**config.mk**
```make
export PLATFORM = sky130hd
export DESIGN_NAME = fetch_stage_flat
export DESIGN_NICKNAME = d
export VERILOG_FILES = /design/src/rtl/mips_pkg.sv /design/src/rtl/fetch_stage_if.sv /design/src/rtl/if_id_reg.sv /design/src/rtl/fetch_stage.sv /design/src/flat_wrapper.sv
export SDC_FILE = /design/constraint.sdc
export NUM_CORES = 1
export LEC_CHECK = 0
export BUFFER_PORTS_ARGS = -buffer_cell sky130_fd_sc_hd__buf_2
export CAP_MARGIN = 10
export CORE_ASPECT_RATIO = 0.8
export CORE_MARGIN = 10
export CORE_UTILIZATION = 50
export CTS_CLUSTER_SIZE = 25
export DETAILED_ROUTE_END_ITERATION = 7
export PLACE_DENSITY_LB_ADDON = 0.1
export SLEW_MARGIN = 20
export SYNTH_ARGS = -nofsm -noshare
export SYNTH_HDL_FRONTEND = slang
export SYNTH_HIERARCHICAL = 1
export SYNTH_SLANG_ARGS = --single-unit
export TNS_END_PERCENT = 5
```
**constraint.sdc**
```tcl
create_clock -name clk -period 2.2 [get_ports clk]
set_clock_uncertainty 0.1 [all_clocks]
set_input_delay 0.55 -clock clk [delete_from_list [all_inputs] [get_ports clk]]
set_output_delay 0.55 -clock clk [all_outputs]
set_load 0.02 [all_outputs]
```
**src/rtl/mips_pkg.sv**
```systemverilog
// Shared constants, fetch FSM encoding and instruction field positions
// for the fetch stage and its IF/ID register.
package mips_pkg;

    localparam logic [31:0] DEF_RESET_PC  = 32'h0000_0000;
    localparam logic [31:0] DEF_NOP_INSTR = 32'h0000_0000;

    typedef enum logic [1:0] {
        IDLE = 2'd0,
        REQ  = 2'd1,
        DROP = 2'd2
    } fetch_state_t;

    localparam int RS_HI = 25;
    localparam int RS_LO = 21;
    localparam int RT_HI = 20;
    localparam int RT_LO = 16;

endpackage

```
**src/rtl/fetch_stage_if.sv**
```systemverilog
// Instruction-memory request/ready handshake between fetch and imem.
interface fetch_stage_if;
    import mips_pkg::*;

    logic        req;
    logic [31:0] addr;
    logic [31:0] rdata;
    logic        ready;

    modport master (output req, output addr, input rdata, input ready);
    modport slave  (input req, input addr, output rdata, output ready);

endinterface

```
**src/rtl/if_id_reg.sv**
```systemverilog
// IF/ID pipeline register with flush, write enable and a one-entry
// hold buffer for responses that arrive while IF/ID is stalled.
module if_id_reg
    import mips_pkg::*;
#(
    parameter logic [31:0] NOP_INSTR = DEF_NOP_INSTR
) (
    input  logic        clk,
    input  logic        rst_n,
    input  logic        flush,
    input  logic        if_write,
    input  logic        resp_valid,
    input  logic [31:0] resp_instr,
    input  logic [31:0] resp_pc4,
    output logic [31:0] instr,
    output logic [31:0] pc4,
    output logic        valid,
    output logic        hold_valid
);

    logic [31:0] hold_instr;
    logic [31:0] hold_pc4;
    logic        direct;

    assign direct = resp_valid && if_write && !hold_valid;

    always_ff @(posedge clk or negedge rst_n) begin
        if (!rst_n) begin
            instr      <= NOP_INSTR;
            pc4        <= '0;
            valid      <= 1'b0;
            hold_valid <= 1'b0;
            hold_instr <= NOP_INSTR;
            hold_pc4   <= '0;
        end else if (flush) begin
            instr      <= NOP_INSTR;
            valid      <= 1'b0;
            hold_valid <= 1'b0;
        end else begin
            if (if_write) begin
                if (hold_valid) begin
                    instr      <= hold_instr;
                    pc4        <= hold_pc4;
                    valid      <= 1'b1;
                    hold_valid <= 1'b0;
                end else if (resp_valid) begin
                    instr <= resp_instr;
                    pc4   <= resp_pc4;
                    valid <= 1'b1;
                end else begin
                    instr <= NOP_INSTR;
                    valid <= 1'b0;
                end
            end
            // A response IF/ID cannot take right now parks here.
            if (resp_valid && !direct) begin
                hold_instr <= resp_instr;
                hold_pc4   <= resp_pc4;
                hold_valid <= 1'b1;
            end
        end
    end

endmodule

```
**src/rtl/fetch_stage.sv**
```systemverilog
// Instruction fetch: PC, variable-latency imem handshake FSM, branch
// redirect/flush, feeding the IF/ID register.
module fetch_stage
    import mips_pkg::*;
#(
    parameter logic [31:0] RESET_PC  = DEF_RESET_PC,
    parameter logic [31:0] NOP_INSTR = DEF_NOP_INSTR
) (
    input  logic          clk,
    input  logic          rst_n,
    input  logic          pc_write,
    input  logic          if_write,
    input  logic          branch_taken,
    input  logic [31:0]   branch_target,
    fetch_stage_if.master imem,
    output logic [31:0]   if_id_instr,
    output logic [31:0]   if_id_pc4,
    output logic          if_id_valid,
    output logic [4:0]    if_id_rs,
    output logic [4:0]    if_id_rt,
    output logic          fetch_busy
);

    fetch_state_t state, state_n;
    logic [31:0]  pc, pc_n;
    logic [31:0]  req_addr, addr_n;
    logic [31:0]  pc_plus4;
    logic         resp_ok;
    logic         direct;
    logic         hold_valid;

    assign pc_plus4 = pc + 32'd4;
    assign resp_ok  = (state == REQ) && imem.ready && !branch_taken;
    assign direct   = resp_ok && if_write && !hold_valid;

    assign imem.req   = (state == REQ) || (state == DROP);
    assign imem.addr  = req_addr;
    assign fetch_busy = imem.req;

    always_ff @(posedge clk or negedge rst_n) begin
        if (!rst_n) begin
            state    <= IDLE;
            pc       <= RESET_PC;
            req_addr <= RESET_PC;
        end else begin
            state    <= state_n;
            pc       <= pc_n;
            req_addr <= addr_n;
        end
    end

    always_comb begin
        state_n = state;
        pc_n    = pc;
        addr_n  = req_addr;
        unique case (state)
            IDLE: begin
                if (branch_taken) begin
                    pc_n = branch_target;
                end else if (pc_write && !hold_valid) begin
                    addr_n  = pc;
                    state_n = REQ;
                end
            end
            REQ: begin
                if (branch_taken) begin
                    pc_n    = branch_target;
                    state_n = imem.ready ? IDLE : DROP;
                end else if (imem.ready) begin
                    pc_n = pc_plus4;
                    // Back-to-back fetch only when IF/ID took the word.
                    if (direct && pc_write) begin
                        addr_n = pc_plus4;
                    end else begin
                        state_n = IDLE;
                    end
                end
            end
            DROP: begin
                if (branch_taken) pc_n = branch_target;
                if (imem.ready) state_n = IDLE;
            end
            default: state_n = IDLE;
        endcase
    end

    if_id_reg #(
        .NOP_INSTR (NOP_INSTR)
    ) u_if_id (
        .clk        (clk),
        .rst_n      (rst_n),
        .flush      (branch_taken),
        .if_write   (if_write),
        .resp_valid (resp_ok),
        .resp_instr (imem.rdata),
        .resp_pc4   (pc_plus4),
        .instr      (if_id_instr),
        .pc4        (if_id_pc4),
        .valid      (if_id_valid),
        .hold_valid (hold_valid)
    );

    assign if_id_rs = if_id_instr[RS_HI:RS_LO];
    assign if_id_rt = if_id_instr[RT_HI:RT_LO];

endmodule

```
**src/flat_wrapper.sv**
```systemverilog
// flat-port wrapper written by rule: the top's interface ports become plain ports
module fetch_stage_flat import mips_pkg::*;
#(
    parameter logic [31:0] RESET_PC  = DEF_RESET_PC,
    parameter logic [31:0] NOP_INSTR = DEF_NOP_INSTR
)
  (clk, rst_n, pc_write, if_write, branch_taken, branch_target, if_id_instr, if_id_pc4, if_id_valid, if_id_rs, if_id_rt, fetch_busy, imem_req, imem_addr, imem_rdata, imem_ready);
  fetch_stage_if imem_i ();
  input  logic clk;
  input  logic rst_n;
  input  logic pc_write;
  input  logic if_write;
  input  logic branch_taken;
  input  logic [31:0] branch_target;
  output logic [31:0] if_id_instr;
  output logic [31:0] if_id_pc4;
  output logic if_id_valid;
  output logic [4:0] if_id_rs;
  output logic [4:0] if_id_rt;
  output logic fetch_busy;
  output wire logic [$bits(imem_i.req)-1:0] imem_req;
  output wire logic [$bits(imem_i.addr)-1:0] imem_addr;
  input wire logic [$bits(imem_i.rdata)-1:0] imem_rdata;
  input wire logic [$bits(imem_i.ready)-1:0] imem_ready;
  assign imem_req = imem_i.req;
  assign imem_addr = imem_i.addr;
  assign imem_i.rdata = imem_rdata;
  assign imem_i.ready = imem_ready;
  fetch_stage #(.RESET_PC(RESET_PC), .NOP_INSTR(NOP_INSTR)) u_core (.clk(clk), .rst_n(rst_n), .pc_write(pc_write), .if_write(if_write), .branch_taken(branch_taken), .branch_target(branch_target), .imem(imem_i), .if_id_instr(if_id_instr), .if_id_pc4(if_id_pc4), .if_id_valid(if_id_valid), .if_id_rs(if_id_rs), .if_id_rt(if_id_rt), .fetch_busy(fetch_busy));
endmodule
```
==> impl_results.md <==
- Syn Area/Cell: 11.4 um2
- Clk root buf: clkbuf_16
- H-Tree Depth: 4
- CTS Buffer Depth: 2
- Top Ports: 179
- Post-synthesis cell area: 10000 um2
- Failing checks: negative setup slack
- Sequential share of the synthesized area: 48.9%
- Hpwl dp: 20.3 mm
- CP max FO: 6
- Gpl congestion: 0.931
- Final Max Tran Viols: 0
- Layout Cells excl Fill: 1389
- CP Capture Type: flip-flop
- Initial antenna violation count: 0
- CTS clk-pin slew, worst paths: 0.08 ns
- Critical path class: flip-flop to flip-flop
- Most frequent cells in the layout: 192 x dfrtp_1, 177 x buf_2, 101 x buf_4, 84 x mux2_2, 61 x nor2_1
- Routed wire length: 27.2 mm
- Post-Syn Instances: 880
- Vias in the first global route: 7582
- Gr ovfl total: 0
- Final setup violation count: 4
- IO Port Bufs: 178
- Detailed Route Iter0 Violations: 694
- Leakage: 6.12 nW
- Via count: 7658
- Rel. slew slack: 62.2%
- TritonCTS buffer count: 17
- Die area: 26200 um2
- Library cells used by synthesis: 61
- Core box area: 19800 um2
- Post-detailed-route count of antenna-violating nets: 0
- Fin nets: 1186
- Placed cells: 1356
- Most common cell after layout, fill and taps aside: dfrtp_1
- Clk Latency, worst-skew pair: 0.43 ns
- Status: complete, but fails checks
- Post-synthesis net count: 954
- Worst Path Required: 2.42 ns
- FF+latch count, synth: 196
- Final hold violation count: 0
- Worst Hold Class: input pin to flip-flop
- First-pass GRT wire length: 43.4 mm
- Setup bufs post-CTS: 0
- Fmax: 438 MHz
- Crit path arrival time: 2.50 ns
- Chip Width: 178 um
- DRC Markers: 0
- VDD IR max: 0.731 mV
- Ant diodes: 0
- Largest net degree at the start of global routing: 53
- Final worst setup slack: -0.0831 ns
- Total power: 17.6 mW
- Top_reg_cell synth: dfrtp_1
- Post-route minimum period: 2.28 ns
- CP Launch Type: flip-flop
- Fin crit share: 104%
- Total power divided by cell area: 1400 nW/um2
- Actual slew at the worst max-slew pin: 0.562 ns
- FF+latch area: 4910 um2
- Synth warn: 6
- FFs w/ async S/R, synth: 100%
- Area grow syn2layout: 25.1%
- WL/cell: 19.6 um
- Area of the multi-input gates: 4550 um2
- CTS tree: done
- Tot GR Track Use: 20.8%
- Unrepaired setup endpoints after global routing: true
- Effective utilization at floorplan: 50.7%
- Sink Count: 196
- Number of synthesized flops with an enable pin: 0
- Chip height: 147 um
- First-pass DRT Iterations: 6
- Filler cells: 1671
- Via/cell ratio: 5.51
- Row cnt: 46
- Max-cap violations: 0
- Layout cell share with drive strength beyond 1: 45.2%
routing by layer:
layer | part of all wire [%] | vias to the layer above | wire length [um] | GRT usage, %
met1 | 50 | 3819 | 13600 | 32.0
li1 | - | 3588 | - | -
met4 | 0.65 | 0 | 178 | 2.93
met2 | 42 | 237 | 11400 | 28.9
met5 | 0 | - | 0 | 0
met3 | 7.8 | 14 | 2110 | 5.46
layout make-up:
class / count / area share [%]
flip-flops and latches: 196 / 39.1
clock inverters: 14 / 1.12
well taps: 264 / 2.63
inverters: 39 / 1.17
multi-input cells: 558 / 36.3
repair buffers: 300 / 16.3
clock buffers: 18 / 3.42
worst max-delay path, cell delays in order (launching register included):
cell and delay (ns):
dfrtp_1 0.35, nand4_1 0.28, nor4_1 0.62, nand2_2 0.14, xnor2_1 0.17, mux2_2 0.26
mux2_2 0.26
sequential cells by signal, indices dropped and copies added, names as in the netlist, 2 cells and up:
name	flops
u_core/u_if_id/hold_pc4	32
u_core/u_if_id/pc4	32
u_core/state	2
u_core/u_if_id/instr	32
u_core/imem.addr	32
u_core/u_if_id/hold_instr	32
u_core/pc	32
cells by family after synthesis:
kind of cell	Yosys count	synth area share [%]
buf+inv	126	6.88
mux	137	17.2
flops	196	48.9
compound gates	150	10.3
xor+xnor	56	4.89
fa+ha+maj	4	0.499
simple gates	211	11.4
synthesized netlist by cell type (all sizes together) (2+ instances only):
master	number	area, um2
a22oi	4	30.0
o22ai	11	68.8
nand4b	2	17.5
nor2	64	240
o21ai	17	85.1
nand3	31	160
and2	2	13.8
a21o	2	15.0
inv	39	146
nand4	17	134
mux2	135	1700
a2bb2oi	8	70.1
a21oi	60	312
nand2	49	196
mux2i	2	20.0
xor2	28	245
buf	67	467
o32ai	2	17.5
xnor2	28	245
dfrtp	196	4900
o2bb2ai	2	17.5
nor3	8	51.3
clkbuf	20	77.6
a222oi	32	320
ha	4	50.1
nand2b	3	18.8
a31oi	2	12.5
nor4	10	123
o211ai	4	30.0
and3	10	62.6
or3	6	37.5
stage by stage:
| stage | TNS [ns] | area [um2] | hold slack (ns) | util (%) | setup slack, ns |
|---|---|---|---|---|---|
| final | -0.191 | 12600 | 0.237 | 63.4 | -0.0831 |
| after global routing | -1.74 | 12600 | 0.234 | 63.4 | -0.149 |
| after CTS | -0.0141 | 12500 | 0.223 | 63.1 | -0.0141 |
| after detailed placement | -0.270 | 11900 | 0.365 | 60.1 | -0.0718 |
| after global placement | -0.145 | 11900 | 0.357 | 60.1 | -0.0343 |
| after floorplan | -0.216 | 10100 | 0.154 | - | -0.0402 |
power by group:
part	switching [mW]	total, mW	internal, mW	leakage, nW
clock	1.52	3.04	1.51	0.267
sequential	0.985	6.11	5.13	2.39
combinational	4.49	8.42	3.93	3.46
path summary, 6_finish.rpt:
check,from,end,slack (ns),depth (start not counted)
worst max-delay path,u_core/pc[23],u_core/u_if_id/pc4[30],-0.08,6
worst min-delay path,imem_rdata[18],u_core/u_if_id/instr[18],0.24,3
worst max register to register,u_core/pc[23],u_core/u_if_id/pc4[30],-0.08,6
worst min register to register,u_core/u_if_id/valid,u_core/u_if_id/valid,0.38,1
max in group asynchronous,rst_n,u_core/u_if_id/pc4[16],0.84,3
min in group asynchronous,rst_n,u_core/u_if_id/pc4[9],0.54,2
repair_timing:
action                                  in CTS  in global routing
pin swaps                                    2                  1
endpoints found under the setup margin      12                101
endpoints found under the hold margin       20                  0
hold buffers                                 1                  0
resized for setup                            5                 14
Power figures use the tool's default switching activity.
